===== src/rtl/aucohl_pwm_capture.sv =====
// PWM capture: measures the period and active time of an asynchronous input in prescaled ticks.
// Optional 3-sample glitch filter behind the synchronizer: define AUCOHL_PWMCAP_FILTER_EN.
module aucohl_pwm_capture #(
  parameter int PRW = 16
) (
  input  logic           clk,
  input  logic           rst_n,
  input  logic           en,
  input  logic           polarity,
  input  logic           oneshot,
  input  logic [PRW-1:0] prescaler,
  input  logic           pwm_in,
  output logic [31:0]    period,
  output logic [31:0]    active_time,
  output logic           done,
  output logic           busy,
  output logic           ovf
);

  typedef enum logic [2:0] {IDLE, ARM, ACTIVE, INACTIVE, HOLD} state_e;

  state_e         state_q, state_d;
  logic           s1_q, s2_q;
  logic           sig_cur, sig_prev;
  logic           rise, fall, start_edge, stop_edge;
  logic [PRW-1:0] pre_q, pre_d;
  logic           tick;
  logic [31:0]    cnt_q, cnt_d, pcnt_q, pcnt_d;
  logic [32:0]    cnt_inc, pcnt_inc;
  logic [31:0]    period_q, period_d, active_q, active_d;
  logic           done_q, done_d, ovf_q, ovf_d;

`ifdef AUCOHL_PWMCAP_FILTER_EN
  logic h1_q, h2_q, filt_q, filt_d;

  always_ff @(posedge clk or negedge rst_n) begin
    if (!rst_n) begin
      s1_q   <= 1'b0;
      s2_q   <= 1'b0;
      h1_q   <= 1'b0;
      h2_q   <= 1'b0;
      filt_q <= 1'b0;
    end else begin
      // NOTE: non-blocking assignments so every flop samples the pre-edge value of its source.
      s1_q   <= pwm_in;
      s2_q   <= s1_q;
      h1_q   <= s2_q;
      h2_q   <= h1_q;
      filt_q <= filt_d;
    end
  end

  // Filtered level follows the synchronizer only once three consecutive samples agree.
  always_comb begin
    filt_d = filt_q;
    if ((s2_q == h1_q) && (h1_q == h2_q)) filt_d = s2_q;
  end

  assign sig_cur  = filt_d;
  assign sig_prev = filt_q;
`else
  logic s3_q;

  always_ff @(posedge clk or negedge rst_n) begin
    if (!rst_n) begin
      s1_q <= 1'b0;
      s2_q <= 1'b0;
      s3_q <= 1'b0;
    end else begin
      // NOTE: non-blocking assignments so every flop samples the pre-edge value of its source.
      s1_q <= pwm_in;
      s2_q <= s1_q;
      s3_q <= s2_q;
    end
  end

  assign sig_cur  = s2_q;
  assign sig_prev = s3_q;
`endif

  assign rise       = sig_cur & ~sig_prev;
  assign fall       = ~sig_cur & sig_prev;
  assign start_edge = polarity ? fall : rise;
  assign stop_edge  = polarity ? rise : fall;

  // Prescaler restarts on every start edge so tick phase is aligned to the measured signal.
  assign tick = (pre_q == '0);

  always_comb begin
    pre_d = pre_q - PRW'(1);
    if (!en || start_edge || tick) pre_d = prescaler;
  end

  assign cnt_inc  = {1'b0, cnt_q}  + 33'(tick);
  assign pcnt_inc = {1'b0, pcnt_q} + 33'(tick);

  always_comb begin
    // NOTE: every variable gets a default first so no path through the case infers a latch.
    state_d  = state_q;
    cnt_d    = cnt_q;
    pcnt_d   = pcnt_q;
    period_d = period_q;
    active_d = active_q;
    done_d   = 1'b0;
    ovf_d    = ovf_q;

    case (state_q)
      IDLE: if (en) state_d = ARM;
      ARM: begin
        if (start_edge) begin
          cnt_d   = '0;
          pcnt_d  = '0;
          state_d = ACTIVE;
        end
      end
      ACTIVE, INACTIVE: begin
        if (cnt_inc[32] || pcnt_inc[32]) begin
          // Saturated counter: drop this measurement and wait for a fresh start edge.
          cnt_d   = cnt_inc[32]  ? '1 : cnt_inc[31:0];
          pcnt_d  = pcnt_inc[32] ? '1 : pcnt_inc[31:0];
          ovf_d   = 1'b1;
          state_d = ARM;
        end else if ((state_q == ACTIVE) && stop_edge) begin
          active_d = cnt_inc[31:0];
          cnt_d    = '0;
          pcnt_d   = pcnt_inc[31:0];
          state_d  = INACTIVE;
        end else if ((state_q == INACTIVE) && start_edge) begin
          period_d = pcnt_inc[31:0];
          done_d   = 1'b1;
          cnt_d    = '0;
          pcnt_d   = '0;
          state_d  = oneshot ? HOLD : ACTIVE;
        end else begin
          cnt_d  = cnt_inc[31:0];
          pcnt_d = pcnt_inc[31:0];
        end
      end
      HOLD:    state_d = HOLD;
      default: state_d = IDLE;
    endcase

    if (!en) begin
      state_d = IDLE;
      cnt_d   = '0;
      pcnt_d  = '0;
      ovf_d   = 1'b0;
      done_d  = 1'b0;
    end
  end

  always_ff @(posedge clk or negedge rst_n) begin
    if (!rst_n) begin
      state_q  <= IDLE;
      pre_q    <= '0;
      cnt_q    <= '0;
      pcnt_q   <= '0;
      period_q <= '0;
      active_q <= '0;
      done_q   <= 1'b0;
      ovf_q    <= 1'b0;
    end else begin
      state_q  <= state_d;
      pre_q    <= pre_d;
      cnt_q    <= cnt_d;
      pcnt_q   <= pcnt_d;
      period_q <= period_d;
      active_q <= active_d;
      done_q   <= done_d;
      ovf_q    <= ovf_d;
    end
  end

  assign period      = period_q;
  assign active_time = active_q;
  assign done        = done_q;
  assign ovf         = ovf_q;
  assign busy        = (state_q == ARM) || (state_q == ACTIVE) || (state_q == INACTIVE);

endmodule


===== config.mk =====
export PLATFORM = sky130hd
export DESIGN_NAME = aucohl_pwm_capture
export DESIGN_NICKNAME = d
export VERILOG_FILES = /design/src/rtl/aucohl_pwm_capture.sv
export SDC_FILE = /design/constraint.sdc
export NUM_CORES = 1
export LEC_CHECK = 0
export CAP_MARGIN = 5
export CORE_MARGIN = 10
export CORE_UTILIZATION = 45
export DETAILED_ROUTE_END_ITERATION = 8
export PLACE_DENSITY = 0.66
export SLEW_MARGIN = 20
export SYNTH_ARGS = -nofsm -noshare
export SYNTH_HDL_FRONTEND = slang
export SYNTH_SLANG_ARGS = --single-unit

===== constraint.sdc =====
create_clock -name clk -period 9.07 [get_ports clk]
set_input_delay 1.814 -clock clk [delete_from_list [all_inputs] [get_ports clk]]
set_output_delay 1.814 -clock clk [all_outputs]
set_load 0.05 [all_outputs]

# Yosys cells after proc, flatten, opt, wreduce, memory -nomap -nowiden
# Cells that the tools add are included.
word_totals:
  regBits: 152
  latchBits: 0
  ramBits: 0
  mem_bits_ro: 0
  in_bits: 22
  output_inout_bits: 67
  mem_count: 0
op_classes:
  addsub: 3
  multipliers: 0
  n_div: 0
  magnitude_cmp: 0
  n_eq_ne: 9
  shift: 0
  mux: 31
  n_bitwise: 6
  reduce_logical: 16
ops:
  columns: ["op", "count"]
  rows:
  - ["2-to-1 mux 32 bit", 11]
  - ["case mux 32 bit (2 select lines)", 2]
  - ["adder 32 x 1 -> 33 bit", 2]
  - ["2-to-1 mux 3 bit", 6]
  - ["zero test 16 bit", 1]
  - ["2-to-1 mux 16 bit", 1]
  - ["subtractor 16 x 1 -> 16 bit (second input constant)", 1]
  - ["case mux 3 bit (4 select lines)", 1]
  - ["2-to-1 mux 1 bit", 10]
  - ["equality test 3 x 2 -> 1 bit (second input constant)", 2]
  - ["AND reduction 2 bit", 3]
  - ["logical OR 1 bit", 5]
  - ["!= test 5 bit (second input constant)", 1]
  - ["!= test 2 x 1 -> 1 bit (second input constant)", 2]
  - ["NOT 1 bit", 4]
  - ["AND reduction 4 bit", 1]
  - ["equality test 3 x 1 -> 1 bit (second input constant)", 1]
  - ["equality test 3 bit (second input constant)", 1]
  - ["zero test 3 bit", 1]
  - ["!= test 3 x 1 -> 1 bit (second input constant)", 1]
  - ["!= test 3 bit (second input constant)", 1]
  - ["AND reduction 3 bit", 1]
  - ["bitwise AND 1 bit", 2]
  - ["logical AND 1 bit", 2]
  - ["other kinds (2)", 2]

# Logic depth before layout (Yosys ltp)
depth:
  word_depth: 9
  mapped_depth: 16
  ltp_nobuf: 13

# Worst setup path before layout
# Ideal clock, no wire load.
synth_path:
  path_type: "input port to flip-flop"
  from: "input polarity"
  to: "register cnt_q[12]"
  arrival_time_ps: 3360
  required_time_ps: 8948
  slack_ps: 5587
  path_stages: 8
  cell_sequence: "or3b_2 a211o_1 nand3_1 and3_1 buf_2 buf_2 o21ai_1 o2bb2ai_1"
synth_between:
  elab_chain_cells: 7
synth_rtl:
  columns: ["item", "line", "text"]
  rows:
  - ["start: declaration", "9", "input logic polarity,"]
  - ["2-to-1 mux 1 bit", "83", "assign start_edge = polarity ? fall : rise;"]
  - ["logical AND 1 bit", "128", "end else if ((state_q == INACTIVE) && start_edge) begin"]
  - ["2-to-1 mux 32 bit", "128", null]
  - ["2-to-1 mux 32 bit", "123", "end else if ((state_q == ACTIVE) && stop_edge) begin"]
  - ["2-to-1 mux 32 bit", "117", "if (cnt_inc[32] || pcnt_inc[32]) begin"]
  - ["case mux 32 bit (2 select lines)", "107", "case (state_q)"]
  - ["2-to-1 mux 32 bit", "143", "if (!en) begin"]
  - ["end signal: assignment", "165", "cnt_q <= cnt_d;"]
  - ["end: declaration", "28", "logic [31:0] cnt_q, cnt_d, pcnt_q, pcnt_d;"]
# Several ways; a longest one is shown, not always the timed one.
# A chain may end at the register's enable or synchronous reset.

# Final worst setup path
layout_path:
  from: "register pre_q[7]"
  to: "register active_q[15], in the netlist active_time[15]"
layout_between:
  elab_chain_cells: 5
layout_rtl:
  columns: ["item", "line", "text"]
  rows:
  - ["start: declaration", "26", "logic [PRW-1:0] pre_q, pre_d;"]
  - ["start signal: assignment", "164", "pre_q <= pre_d;"]
  - ["zero test 16 bit *", "87", "assign tick = (pre_q == '0);"]
  - ["adder 32 x 1 -> 33 bit (on tied branches)", "94, 95", null]
  - ["logical OR 1 bit", "117", null]
  - ["NOT 1 bit (no line)", null, null]
  - ["AND reduction 3 bit (no line)", null, null]
  - ["end signal: assignment", "168", "active_q <= active_d;"]
  - ["end: declaration", "30", "logic [31:0] period_q, period_d, active_q, active_d;"]
# Every way passes the cells marked *; elsewhere a longest branch is shown, timed or not.

==> results by group <==
Run status
  • Status: finished, final reports clean

Global routing
  • Met2 track demand over resource: 0.278
  • First-pass GRT wire length: 33,500 um
  • Initial antenna violation count: 0
  • Largest net degree at the start of global routing: 81
  • Met3 GRT Util: 0.0460
  • Top Usage Layer GRT: met2
  • Met1 usage: 0.213
  • GRT overflow: 0
  • Total track usage: 0.169
  • Vias in the first global route: 6,601

Timing
  • Post-route clock period utilization: 0.489
  • Period minus WS final: 4430 ps
  • Max Slew Vio Count: 0
  • Final WS setup: 4640 ps
  • Finish-stage setup viols: 0
  • Setup TNS: 0 ps
  • Unrepaired setup endpoints after global routing: no
  • Highest Clock Rate: 0.226 GHz
  • Hold_ws: 361 ps
  • Rel. slew slack: 0.348
  • Worst-margin pin slew: 968 ps
  • Final hold violation count: 0
  • Clk_skew: 10.5 ps

Detailed routing
  • Pre-antenna DRT Iters: 5
  • Post-DRT Antenna Nets: 0
  • Vias per cell: 5.72
  • Post-Route WL: 20,100 um
  • Vias: 6,759
  • First DRT Iteration DRCs: 516
  • DR WL/cell: 17.0 um
  • DR DRC count: 0

Final layout
  • Layout Cells excl Fill: 1,182
  • Antenna diodes: 0
  • Most common cell after layout, fill and taps aside: dfrtp_1
  • Final instance area: 9710 sq um
  • Synth-to-Final Area Change: 20.6%
  • Commonest non-fill, non-tap cells in the layout: dfrtp_1, o21ai_0, clkdlybuf4s50_1, nand2_1, nor2_1
  • Total Nets Final: 972
  • Layout cell share with drive strength beyond 1: 0.0742
  • Fin util: 0.557

Clock network
  • # Post-CTS Setup Buffers: 0
  • CTS tree: done
  • Clock Pin Slew Worst Setup and Hold Paths: 60 ps
  • CTS Buf Count: 17
  • Worst-Skew Late Latency: 430 ps
  • Worst-case clock buffer depth: 2
  • Quantity of hold-fixing buffers added after cts: 0
  • Clock sink count: 152
  • H-tree levels: 4
  • Cts repair resizes: 0
  • Root buf cell: clkbuf_16

Place
  • I/O Buffers: 88
  • Placed insts: 1,149
  • Hpwl dp: 13,600 um
  • RePlAce Congestion: 0.842
  • Post-Place Setup Slack: 4500 ps
  • Dpl cell area: 9070 sq um

Flow run
  • Max cap viols: 0

Die
  • Die ar.: 23,600 sq um
  • # IOs: 89
  • Core area: 17,400 sq um
  • Die W: 154 um
  • Die Y: 154 um
  • Initial core utilization: 0.462
  • FP Rows: 48

Synthesis
  • Synth warn: 0
  • Top_reg_cell synth: dfrtp_1
  • Synth Area in Simple Gates: 0.200
  • Count of state elements after synthesis: 152
  • Sequential area share after synthesis: 0.473
  • Mean area per synthesized cell: 9.21 sq um
  • Largest family of logic cells by synthesized area: simple AND/OR/NAND/NOR gates
  • Post-synthesis mux area share: 0.0138
  • Mapped Area: 8050 sq um
  • Syn Nets: 902
  • EDFF count, synth: 0
  • Adder-cell share of the synthesized area: 0.00933
  • Synth async-reset ratio: 1.00
  • Synth Area in Compound Gates: 0.197
  • Post-synthesis xor/xnor area fraction: 0.0697
  • Synth Instances: 874
  • Yosys cell types: 62

Pwr
  • PwrDens: 197 nW/um^2
  • Leakage: 4.07 nW
  • Worst VDD drop: 0.132 mV
  • Tot Pwr: 1.91 mW

Setup path
  • FF-to-FF End: active_time[15]
  • CP max stage delay: 650 ps
  • Crit Path Max Fanout: 47
  • Crit Path Class: flop to flop
  • CP required: 9380 ps
  • R2r setup slk: 4640 ps
  • Arr. time, crit path: 4740 ps
  • Critical Path Source: pre_q[7]
  • CP max-delay cell: nand3_1
  • Critical path capture point type: flop
  • CP endpoint: active_time[15]
  • CP startpoint kind: flop
  • Worst Reg-to-Reg Cells: 11
  • Worst r2r src: pre_q[7]
  • CP cell instances: nor4_1, nand4_1, inv_1, ha_1, ha_1, nand2_1, nor4_1, nand3_1, nand3_2, buf_4, mux2_2

Min path
  • Hold Crit Class: flop to flop
==> critical path: cells and delay by family, from the launching register on <==
kind | cells | cell delay, ps
adder cells (fa/ha/maj) | 2 | 510
buffers and inverters | 2 | 620
multiplexers | 1 | 390
flip-flops | 1 | 430
AND/OR/NAND/NOR | 6 | 2330
==> flip-flops by register name (all words and copies together) (netlist names) <==
name,flops
cnt_q,32
s1_q,1
pcnt_q,32
s3_q,1
state_q,3
ovf,1
period,32
pre_q,16
active_time,32
s2_q,1
done,1
==> layer usage <==
metal | share of wire | vias to the layer above
li1 | - | 3273
met1 | 0.45 | 3278
met2 | 0.48 | 181
met3 | 0.053 | 27
met4 | 0.015 | 0
met5 | 0 | -
==> Yosys cell counts (4+ instances only) <==
cell / number / area (sq um)
inv_1: 25 / 93.8
a211oi_1: 5 / 37.5
o21ai_1: 4 / 20.0
o21ai_0: 90 / 450
and3_1: 15 / 93.8
mux2_2: 9 / 101
a21o_1: 18 / 135
nand2_1: 85 / 319
xnor2_1: 36 / 315
and4_1: 4 / 35.0
ha_1: 6 / 75.1
a21oi_1: 61 / 305
xor2_1: 28 / 245
clkbuf_1: 25 / 93.8
and2_1: 4 / 25.0
nor3_1: 23 / 115
buf_2: 18 / 90.1
nor2_1: 84 / 315
a31oi_1: 11 / 68.8
dfrtp_1: 152 / 3800
a22o_1: 23 / 201
nand3_1: 42 / 210
a221o_1: 5 / 50.1
nor4_1: 6 / 37.5
nand3b_1: 4 / 30.0
nand4_1: 15 / 93.8
o31ai_1: 9 / 67.6
or3_1: 5 / 31.3
==> kinds of logic after synthesis <==
group	after synthesis
simple gates	316
compound gates	255
flops	152
buf+inv	71
xor+xnor	64
mux	10
fa+ha+maj	6
==> power breakdown <==
group | switching [mW] | internal, mW | total [mW] | leakage, nW
logic | 0.259 | 0.126 | 0.385 | 1.72
clock network | 0.277 | 0.481 | 0.759 | 0.304
registers | 0.0359 | 0.732 | 0.768 | 2.04
total | 0.572 | 1.34 | 1.91 | 4.07
==> cell type report <==
type | count | area (sq um)
Timing Repair Buffer | 97 | 953
Tap cell | 225 | 282
Clock buffer | 24 | 482
Sequential cell | 152 | 3800
Clock inverter | 8 | 143
Inverter | 25 | 93.8
Fill cell | 1593 | 7710
Multi-Input combinational cell | 651 | 3950
==> how the worst min path moves through the flow <==
stage,startpoint,cells past startpoint,to
after floorplan,s1_q,0,s2_q
after detailed placement,s1_q,0,s2_q
after CTS,s1_q,0,s2_q
after global placement,s1_q,0,s2_q
final,s1_q,0,s2_q
after global routing,s1_q,0,s2_q
Power figures use the tool's default switching activity.
